===== src/rtl/fetch_seq_pkg.sv =====
// Shared Y86-64 fetch definitions: icodes, instruction lengths and fetch FSM states.
// FETCH_ILLEGAL_TRAP_EN adds the ERROR state used to trap illegal icodes.
package fetch_seq_pkg;

   localparam int unsigned FETCH_DATA_WID = 64;
   localparam int unsigned INST_MAX_BYTES = 10;

   localparam logic [3:0] ICODE_HALT   = 4'h0;
   localparam logic [3:0] ICODE_NOP    = 4'h1;
   localparam logic [3:0] ICODE_RRMOV  = 4'h2;
   localparam logic [3:0] ICODE_CMOVXX = 4'h2;
   localparam logic [3:0] ICODE_IRMOV  = 4'h3;
   localparam logic [3:0] ICODE_RMMOV  = 4'h4;
   localparam logic [3:0] ICODE_MRMOV  = 4'h5;
   localparam logic [3:0] ICODE_OP     = 4'h6;
   localparam logic [3:0] ICODE_JXX    = 4'h7;
   localparam logic [3:0] ICODE_CALL   = 4'h8;
   localparam logic [3:0] ICODE_RET    = 4'h9;
   localparam logic [3:0] ICODE_PUSH   = 4'hA;
   localparam logic [3:0] ICODE_POP    = 4'hB;

   localparam logic [3:0] LEN_1  = 4'd1;
   localparam logic [3:0] LEN_2  = 4'd2;
   localparam logic [3:0] LEN_9  = 4'd9;
   localparam logic [3:0] LEN_10 = 4'd10;

   typedef enum logic [2:0] {
      ST_FETCH0  = 3'd0,
      ST_FETCHN  = 3'd1,
      ST_PRESENT = 3'd2,
      ST_HALTED  = 3'd3
`ifdef FETCH_ILLEGAL_TRAP_EN
      ,
      ST_ERROR   = 3'd4
`endif
   } fetch_state_e;

   function automatic logic icode_is_halt(input logic [3:0] icode);
      return icode == ICODE_HALT;
   endfunction

endpackage


===== src/rtl/fetch_seq_icode.sv =====
// Combinational icode -> instruction length decoder, shared by fetch and decode.
// Illegal icodes (C..F) report legal = 0 with a nominal length of one byte.
module icode_len
   import fetch_seq_pkg::*;
(
   input  logic [3:0] icode,
   output logic [3:0] len,
   output logic       legal
);

   always_comb begin
      len   = LEN_1;
      legal = 1'b1;
      case (icode)
         ICODE_HALT, ICODE_NOP, ICODE_RET:              len = LEN_1;
         ICODE_RRMOV, ICODE_OP, ICODE_PUSH, ICODE_POP: len = LEN_2;
         ICODE_JXX, ICODE_CALL:                         len = LEN_9;
         ICODE_IRMOV, ICODE_RMMOV, ICODE_MRMOV:         len = LEN_10;
         default: begin
            len   = LEN_1;
            legal = 1'b0;
         end
      endcase
   end

endmodule


===== src/rtl/fetch_seq.sv =====
// Byte-serial Y86-64 instruction fetch sequencer owning the architectural PC.
// Build option FETCH_ILLEGAL_TRAP_EN: trap illegal icodes into ERROR instead of presenting them.
module fetch_seq
   import fetch_seq_pkg::*;
#(
   parameter int unsigned         DATA_WID = FETCH_DATA_WID,
   parameter logic [DATA_WID-1:0] RESET_PC = '0
) (
   input  logic                clk,
   input  logic                rst,
   output logic                imem_req,
   output logic [DATA_WID-1:0] imem_addr,
   input  logic                imem_ack,
   input  logic [7:0]          imem_rdata,
   output logic                inst_valid,
   input  logic                inst_ready,
   output logic [79:0]         inst_bytes,
   output logic [DATA_WID-1:0] inst_pc,
   output logic [DATA_WID-1:0] inst_valP,
   input  logic                redirect_en,
   input  logic [DATA_WID-1:0] redirect_pc,
   output logic                halted,
   output logic                inst_err
);

   fetch_state_e        state_reg, state_next;
   logic [DATA_WID-1:0] pc_reg, pc_next;
   logic [DATA_WID-1:0] valp_reg, valp_next;
   logic [DATA_WID-1:0] pend_pc_reg, pend_pc_next;
   logic [3:0]          idx_reg, idx_next;
   logic [3:0]          len_reg, len_next;
   logic                pend_reg, pend_next;

   logic                req_int;
   logic                byte_we;
   logic                buf_clr;
   logic [79:0]         buf_bytes;
   logic [3:0]          dec_len;
   logic                dec_legal;
   logic [3:0]          fetch_len;
   logic                present;

   icode_len u_icode_len (
      .icode (imem_rdata[7:4]),
      .len   (dec_len),
      .legal (dec_legal)
   );

   // Illegal icodes fall back to one byte so the sequencer never stalls on them.
   assign fetch_len = dec_legal ? dec_len : LEN_1;

   genvar gi;
   generate
      for (gi = 0; gi < INST_MAX_BYTES; gi++) begin : g_lane
         logic [7:0] byte_reg;
         always_ff @(posedge clk) begin
            if (rst || buf_clr) begin
               byte_reg <= 8'h00;
            end else if (byte_we && (idx_reg == 4'(gi))) begin
               byte_reg <= imem_rdata;
            end
         end
         assign buf_bytes[gi*8 +: 8] = byte_reg;
      end
   endgenerate

   always_ff @(posedge clk) begin
      if (rst) begin
         state_reg   <= ST_FETCH0;
         pc_reg      <= RESET_PC;
         valp_reg    <= '0;
         pend_pc_reg <= '0;
         idx_reg     <= 4'd0;
         len_reg     <= 4'd0;
         pend_reg    <= 1'b0;
      end else begin
         state_reg   <= state_next;
         pc_reg      <= pc_next;
         valp_reg    <= valp_next;
         pend_pc_reg <= pend_pc_next;
         idx_reg     <= idx_next;
         len_reg     <= len_next;
         pend_reg    <= pend_next;
      end
   end

   always_comb begin
      state_next   = state_reg;
      pc_next      = pc_reg;
      valp_next    = valp_reg;
      pend_pc_next = pend_pc_reg;
      idx_next     = idx_reg;
      len_next     = len_reg;
      pend_next    = pend_reg;
      req_int      = 1'b0;
      byte_we      = 1'b0;
      buf_clr      = 1'b0;
      case (state_reg)
         ST_FETCH0, ST_FETCHN: begin
            req_int = 1'b1;
            if (!imem_ack) begin
               // A redirect cannot abandon an unanswered request; park it until the ack.
               if (redirect_en) begin
                  pend_next    = 1'b1;
                  pend_pc_next = redirect_pc;
               end
            end else if (redirect_en || pend_reg) begin
               pc_next    = redirect_en ? redirect_pc : pend_pc_reg;
               pend_next  = 1'b0;
               idx_next   = 4'd0;
               buf_clr    = 1'b1;
               state_next = ST_FETCH0;
            end else begin
               byte_we  = 1'b1;
               idx_next = idx_reg + 4'd1;
               if (state_reg == ST_FETCH0) begin
                  len_next  = fetch_len;
                  valp_next = icode_is_halt(imem_rdata[7:4]) ? pc_reg
                            : pc_reg + {{(DATA_WID-4){1'b0}}, fetch_len};
`ifdef FETCH_ILLEGAL_TRAP_EN
                  if (!dec_legal) begin
                     state_next = ST_ERROR;
                  end else
`endif
                  if (fetch_len == LEN_1) begin
                     state_next = ST_PRESENT;
                  end else begin
                     state_next = ST_FETCHN;
                  end
               end else if (idx_reg == len_reg - 4'd1) begin
                  state_next = ST_PRESENT;
               end
            end
         end
         ST_PRESENT: begin
            if (redirect_en) begin
               pc_next    = redirect_pc;
               idx_next   = 4'd0;
               buf_clr    = 1'b1;
               state_next = ST_FETCH0;
            end else if (inst_ready) begin
               pc_next    = valp_reg;
               idx_next   = 4'd0;
               buf_clr    = 1'b1;
               state_next = icode_is_halt(buf_bytes[7:4]) ? ST_HALTED : ST_FETCH0;
            end
         end
         default: begin
            if (redirect_en) begin
               pc_next    = redirect_pc;
               idx_next   = 4'd0;
               buf_clr    = 1'b1;
               state_next = ST_FETCH0;
            end
         end
      endcase
   end

   assign present    = (state_reg == ST_PRESENT);
   assign imem_req   = req_int & ~rst;
   assign imem_addr  = pc_reg + {{(DATA_WID-4){1'b0}}, idx_reg};
   assign inst_valid = present;
   assign inst_bytes = present ? buf_bytes : 80'd0;
   assign inst_pc    = present ? pc_reg : '0;
   assign inst_valP  = present ? valp_reg : '0;
   assign halted     = (state_reg == ST_HALTED);
`ifdef FETCH_ILLEGAL_TRAP_EN
   assign inst_err   = (state_reg == ST_ERROR);
`else
   assign inst_err   = 1'b0;
`endif

endmodule


===== config.mk =====
export PLATFORM = sky130hd
export DESIGN_NAME = fetch_seq
export DESIGN_NICKNAME = d
export VERILOG_FILES = /design/src/rtl/fetch_seq_pkg.sv /design/src/rtl/fetch_seq_icode.sv /design/src/rtl/fetch_seq.sv
export SDC_FILE = /design/constraint.sdc
export NUM_CORES = 1
export LEC_CHECK = 0
export ABC_AREA = 1
export CAP_MARGIN = 20
export CORE_ASPECT_RATIO = 1.5
export CORE_MARGIN = 2
export CORE_UTILIZATION = 45
export DETAILED_ROUTE_END_ITERATION = 8
export GPL_TIMING_DRIVEN = 0
export MAX_ROUTING_LAYER = met4
export PLACE_DENSITY = 0.82
export SETUP_SLACK_MARGIN = 0.4
export SYNTH_ARGS = -nofsm -noshare
export SYNTH_HDL_FRONTEND = slang
export SYNTH_SLANG_ARGS = --single-unit

===== constraint.sdc =====
create_clock -name clk -period 6.4 [get_ports clk]
set_input_delay 0.96 -clock clk [delete_from_list [all_inputs] [get_ports clk]]
set_output_delay 0.96 -clock clk [all_outputs]
set_load 0.1 [all_outputs]

==> impl_metrics.py <==
metrics = {
    "run_status": {
        "status": "completed",
    },
    "place": {
        "dpl.hpwl_um": 70280,
        "place_congestion": 1.064,
        "place_inst": 3238,
        "io_buffers": 346,
        "dp_slack_ns": 1.040,
    },
    "global_routing": {
        "overflow": 0,
        "first_global_vias": 18990,
        "grt_max_degree": 15,
        "grt_pass1_wl_um": 123400,
        "grtUsageTotal_pct": 45.74,
        "antenna_found_initial": 1,
    },
    "routing": {
        "routed_via_density": 5.972,
        "ant_nets": 0,
        "wirelength_um": 87090,
        "post_drt_wl_per_cell_um": 26.50,
        "initialDrtViolationCount": 2313,
        "drcViolationCount": 0,
        "vias": 19630,
        "drt_first_pass_iters": 6,
    },
    "worst_setup_path": {
        "crit_end": "imem_addr[28]",
        "cp_max_fo": 7,
        "crit_chain": "ha_1, inv_1, fa_1, nand3b_1, nand2_1, nand4_1, nor2_1, xor2_1, clkdlybuf4s50_1",
        "cpPeakStageDelay_ns": 1.16,
        "worstSetupPathType": "flip-flop to output port",
        "worstPathArrival_ns": 4.85,
        "reg2reg_depth": 11,
        "rrSetupSlack_ns": 3.29,
        "critPathLaunch": "idx_reg[0]",
        "critPathLaunchType": "flip-flop",
        "r2r_end": "valp_reg[61]",
        "r2r-start": "pc_reg[19]",
        "crit_slowest_cell": "clkdlybuf4s50_1",
        "cp-end-kind": "output port",
        "cp.required_ns": 5.44,
    },
    "cts": {
        "cts_buffers": 28,
        "cts_buffer_depth": 3,
        "postCtsHoldBufs": 0,
        "cts_sinks": 282,
        "htree_levels": 1,
        "cts_tree": "built",
        "clockRootBuffer": "clkbuf_16",
        "clock_latency_ns": 0.60,
        "clk_pin_slew_ns": 0.06,
    },
    "logic_synthesis": {
        "synth_nets": 2505,
        "synthArstFlopShare_pct": 0,
        "avgSynthCellArea_sq_um": 6.723,
        "yosysUniqueCellTypes": 49,
        "synthCells": 2414,
        "synth_area_sq_um": 16230,
        "synth-seq-area-share_pct": 34.79,
        "synth_ff_type": "dfxtp_1",
        "synth_seq_cells": 282,
        "yosys_warnings": 0,
        "synth_edf_count": 0,
    },
    "timing": {
        "min_period_ns": 5.815,
        "setup_viol": 0,
        "finalCritPeriodShare_pct": 90.86,
        "slew_viol_final": 0,
        "fmax_mhz": 172.0,
        "rsz0062_at_grt": "no",
        "worst_clock_skew_ns": 0.04196,
        "slew-limit-headroom_pct": 27.91,
        "fin_setup_tns_ns": 0,
        "final.setup.worst_slack_ns": 0.5853,
        "worst_pin_slew_ns": 1.078,
        "hold_viol": 0,
    },
    "floorplan": {
        "start_util_pct": 45.42,
        "placementRows": 85,
        "fp.dieH_um": 236.6,
        "num_io_pins": 353,
        "fp.coreArea_sq_um": 35730,
        "die_w_um": 159.1,
        "die_area_sq_um": 37630,
    },
    "layout": {
        "largest_reg_flops": 80,
        "synthToLayoutAreaGrowth_pct": 30.51,
        "layout.nets": 2881,
        "fill_cells": 3357,
        "drive_gt1_share_pct": 5.593,
        "finish.utilization_pct": 59.28,
        "finalNonFillerCells": 3287,
    },
    "power_and_ir_drop": {
        "peakVddDrop_uv": 202.7,
        "power_leakage_nw": 7.822,
        "powerDensity_nw_per_um2": 225.7,
    },
    "min_path": {
        "hp-class": "flip-flop to flip-flop",
    },
    "flow_run": {
        "cap_violations": 0,
    },
}
==> through the flow <==
step,instance area (sq um),power (mW),hold slack [ns]
2_1_floorplan,16230,2.680,0.4372
3_3_place_gp,20290,3.084,0.4484
3_5_place_dp,20290,3.105,0.4536
4_1_cts,21170,4.720,0.4637
5_1_grt,21180,4.878,0.4823
6_report,21180,4.781,0.4665
==> cells in the final DEF (no fill, tap or decap), drive strengths merged, types with 2 or more instances in the layout <==
cell / count
diode: 2
a21oi: 143
or2: 3
o22ai: 64
nor3: 41
dlymetal6s2s: 2
nand3: 87
xor2: 77
a221oi: 8
ha: 12
clkbuf: 102
nand4: 37
o2bb2ai: 23
a21boi: 7
bufinv: 2
nor2: 449
clkinv: 11
fa: 2
clkdlybuf4s50: 344
o211ai: 6
a31oi: 28
mux2i: 31
a211oi: 88
xnor2: 2
o2111ai: 23
nand2: 342
o21ai: 166
dfxtp: 282
inv: 337
buf: 81
==> power breakdown <==
| part | internal [mW] | switching, mW | total [mW] |
|---|---|---|---|
| Sequential | 1.86 | 0.0971 | 1.96 |
| Clock | 0.906 | 0.762 | 1.67 |
| Combinational | 0.286 | 0.869 | 1.15 |
==> cell type report <==
cell class / instances / area, sq um / area share (%)
clock buffer: 34 / 743.2 / 3.509
inverter: 337 / 1265 / 5.972
timing repair buffer: 346 / 3468 / 16.37
multi-input combinational: 1646 / 8653 / 40.85
clock inverter: 13 / 137.6 / 0.6498
sequential: 282 / 5645 / 26.65
buffer: 149 / 665.6 / 3.143
antenna: 2 / 5.005 / 0.02363
tap: 478 / 598.1 / 2.824
==> repair_timing <==
action,4_1_cts,5_1_grt
setup endpoints to repair,0,2
endpoints found under the hold margin,0,0
gates resized for setup,0,2
setup buffers,0,0
==> worst max-delay path: cells and delay by family, from the launching register on <==
kind / cells / cell delay (ns)
buffers and inverters: 2 / 1.21
DFF: 1 / 0.47
xor gates and xnor gates: 1 / 0.23
and+or+nand+nor: 4 / 1.73
adders and majority gates: 2 / 0.62
==> Yosys cell counts, types with 2 or more instances <==
cell type | number | area (sq um)
nor2_4 | 6 | 67.56
inv_1 | 332 | 1246
o21ai_1 | 3 | 15.01
a21oi_1 | 143 | 715.7
o22ai_1 | 64 | 400.4
clkbuf_2 | 3 | 15.01
a21boi_0 | 7 | 52.55
nand3_1 | 86 | 430.4
nand2_2 | 6 | 37.54
nor2_1 | 429 | 1610
mux2i_1 | 31 | 310.3
o21ai_2 | 3 | 26.28
buf_4 | 8 | 60.06
nand2_4 | 3 | 33.78
a31oi_1 | 28 | 175.2
xor2_1 | 77 | 674.4
nor3_1 | 39 | 195.2
inv_2 | 4 | 15.01
o2111ai_1 | 23 | 201.4
nor2_8 | 2 | 40.04
a221oi_1 | 8 | 70.07
buf_1 | 15 | 56.30
o211ai_1 | 6 | 45.04
ha_1 | 12 | 150.1
dfxtp_1 | 282 | 5645
fa_1 | 2 | 40.04
nand4_1 | 36 | 225.2
nor2_2 | 12 | 75.07
o21ai_0 | 160 | 800.8
or2_2 | 3 | 18.77
a211oi_1 | 87 | 653.1
xnor2_1 | 2 | 17.52
clkbuf_1 | 65 | 244.0
o2bb2ai_1 | 23 | 201.4
nand2_1 | 333 | 1250
buf_2 | 58 | 290.3
==> metal layers <==
layer	GRT usage (%)	part of all wire, %	vias up
li1	-	-	8696
met2	75.48	47	1471
met5	-	0	-
met4	41.29	11	0
met3	8.600	9.0	455
met1	46.00	33	9008
==> worst min path at each step <==
stage | slack [ns] | to | start | cells past startpoint
after floorplan | 0.44 | g_lane[1].byte_reg[6] | g_lane[1].byte_reg[6] | 2
after global placement | 0.45 | g_lane[9].byte_reg[0] | g_lane[9].byte_reg[0] | 2
after detailed placement | 0.45 | g_lane[4].byte_reg[3] | g_lane[4].byte_reg[3] | 2
after CTS | 0.46 | g_lane[6].byte_reg[2] | g_lane[6].byte_reg[2] | 2
after global routing | 0.48 | g_lane[4].byte_reg[3] | g_lane[4].byte_reg[3] | 2
final | 0.47 | g_lane[8].byte_reg[5] | g_lane[8].byte_reg[5] | 2
==> cells by family (layout without fill, tap and decap cells) <==
family,Yosys count,after routing,synth area share (%)
fa+ha+maj,14,14,1.172
flops,282,282,34.79
buf+inv,486,879,11.90
xor+xnor,79,79,4.263
mux,31,31,1.912
other cells,1,3,0.02311
simple gates,964,964,25.14
compound gates,557,557,20.81
No activity file was read; power rests on OpenSTA's default activity.
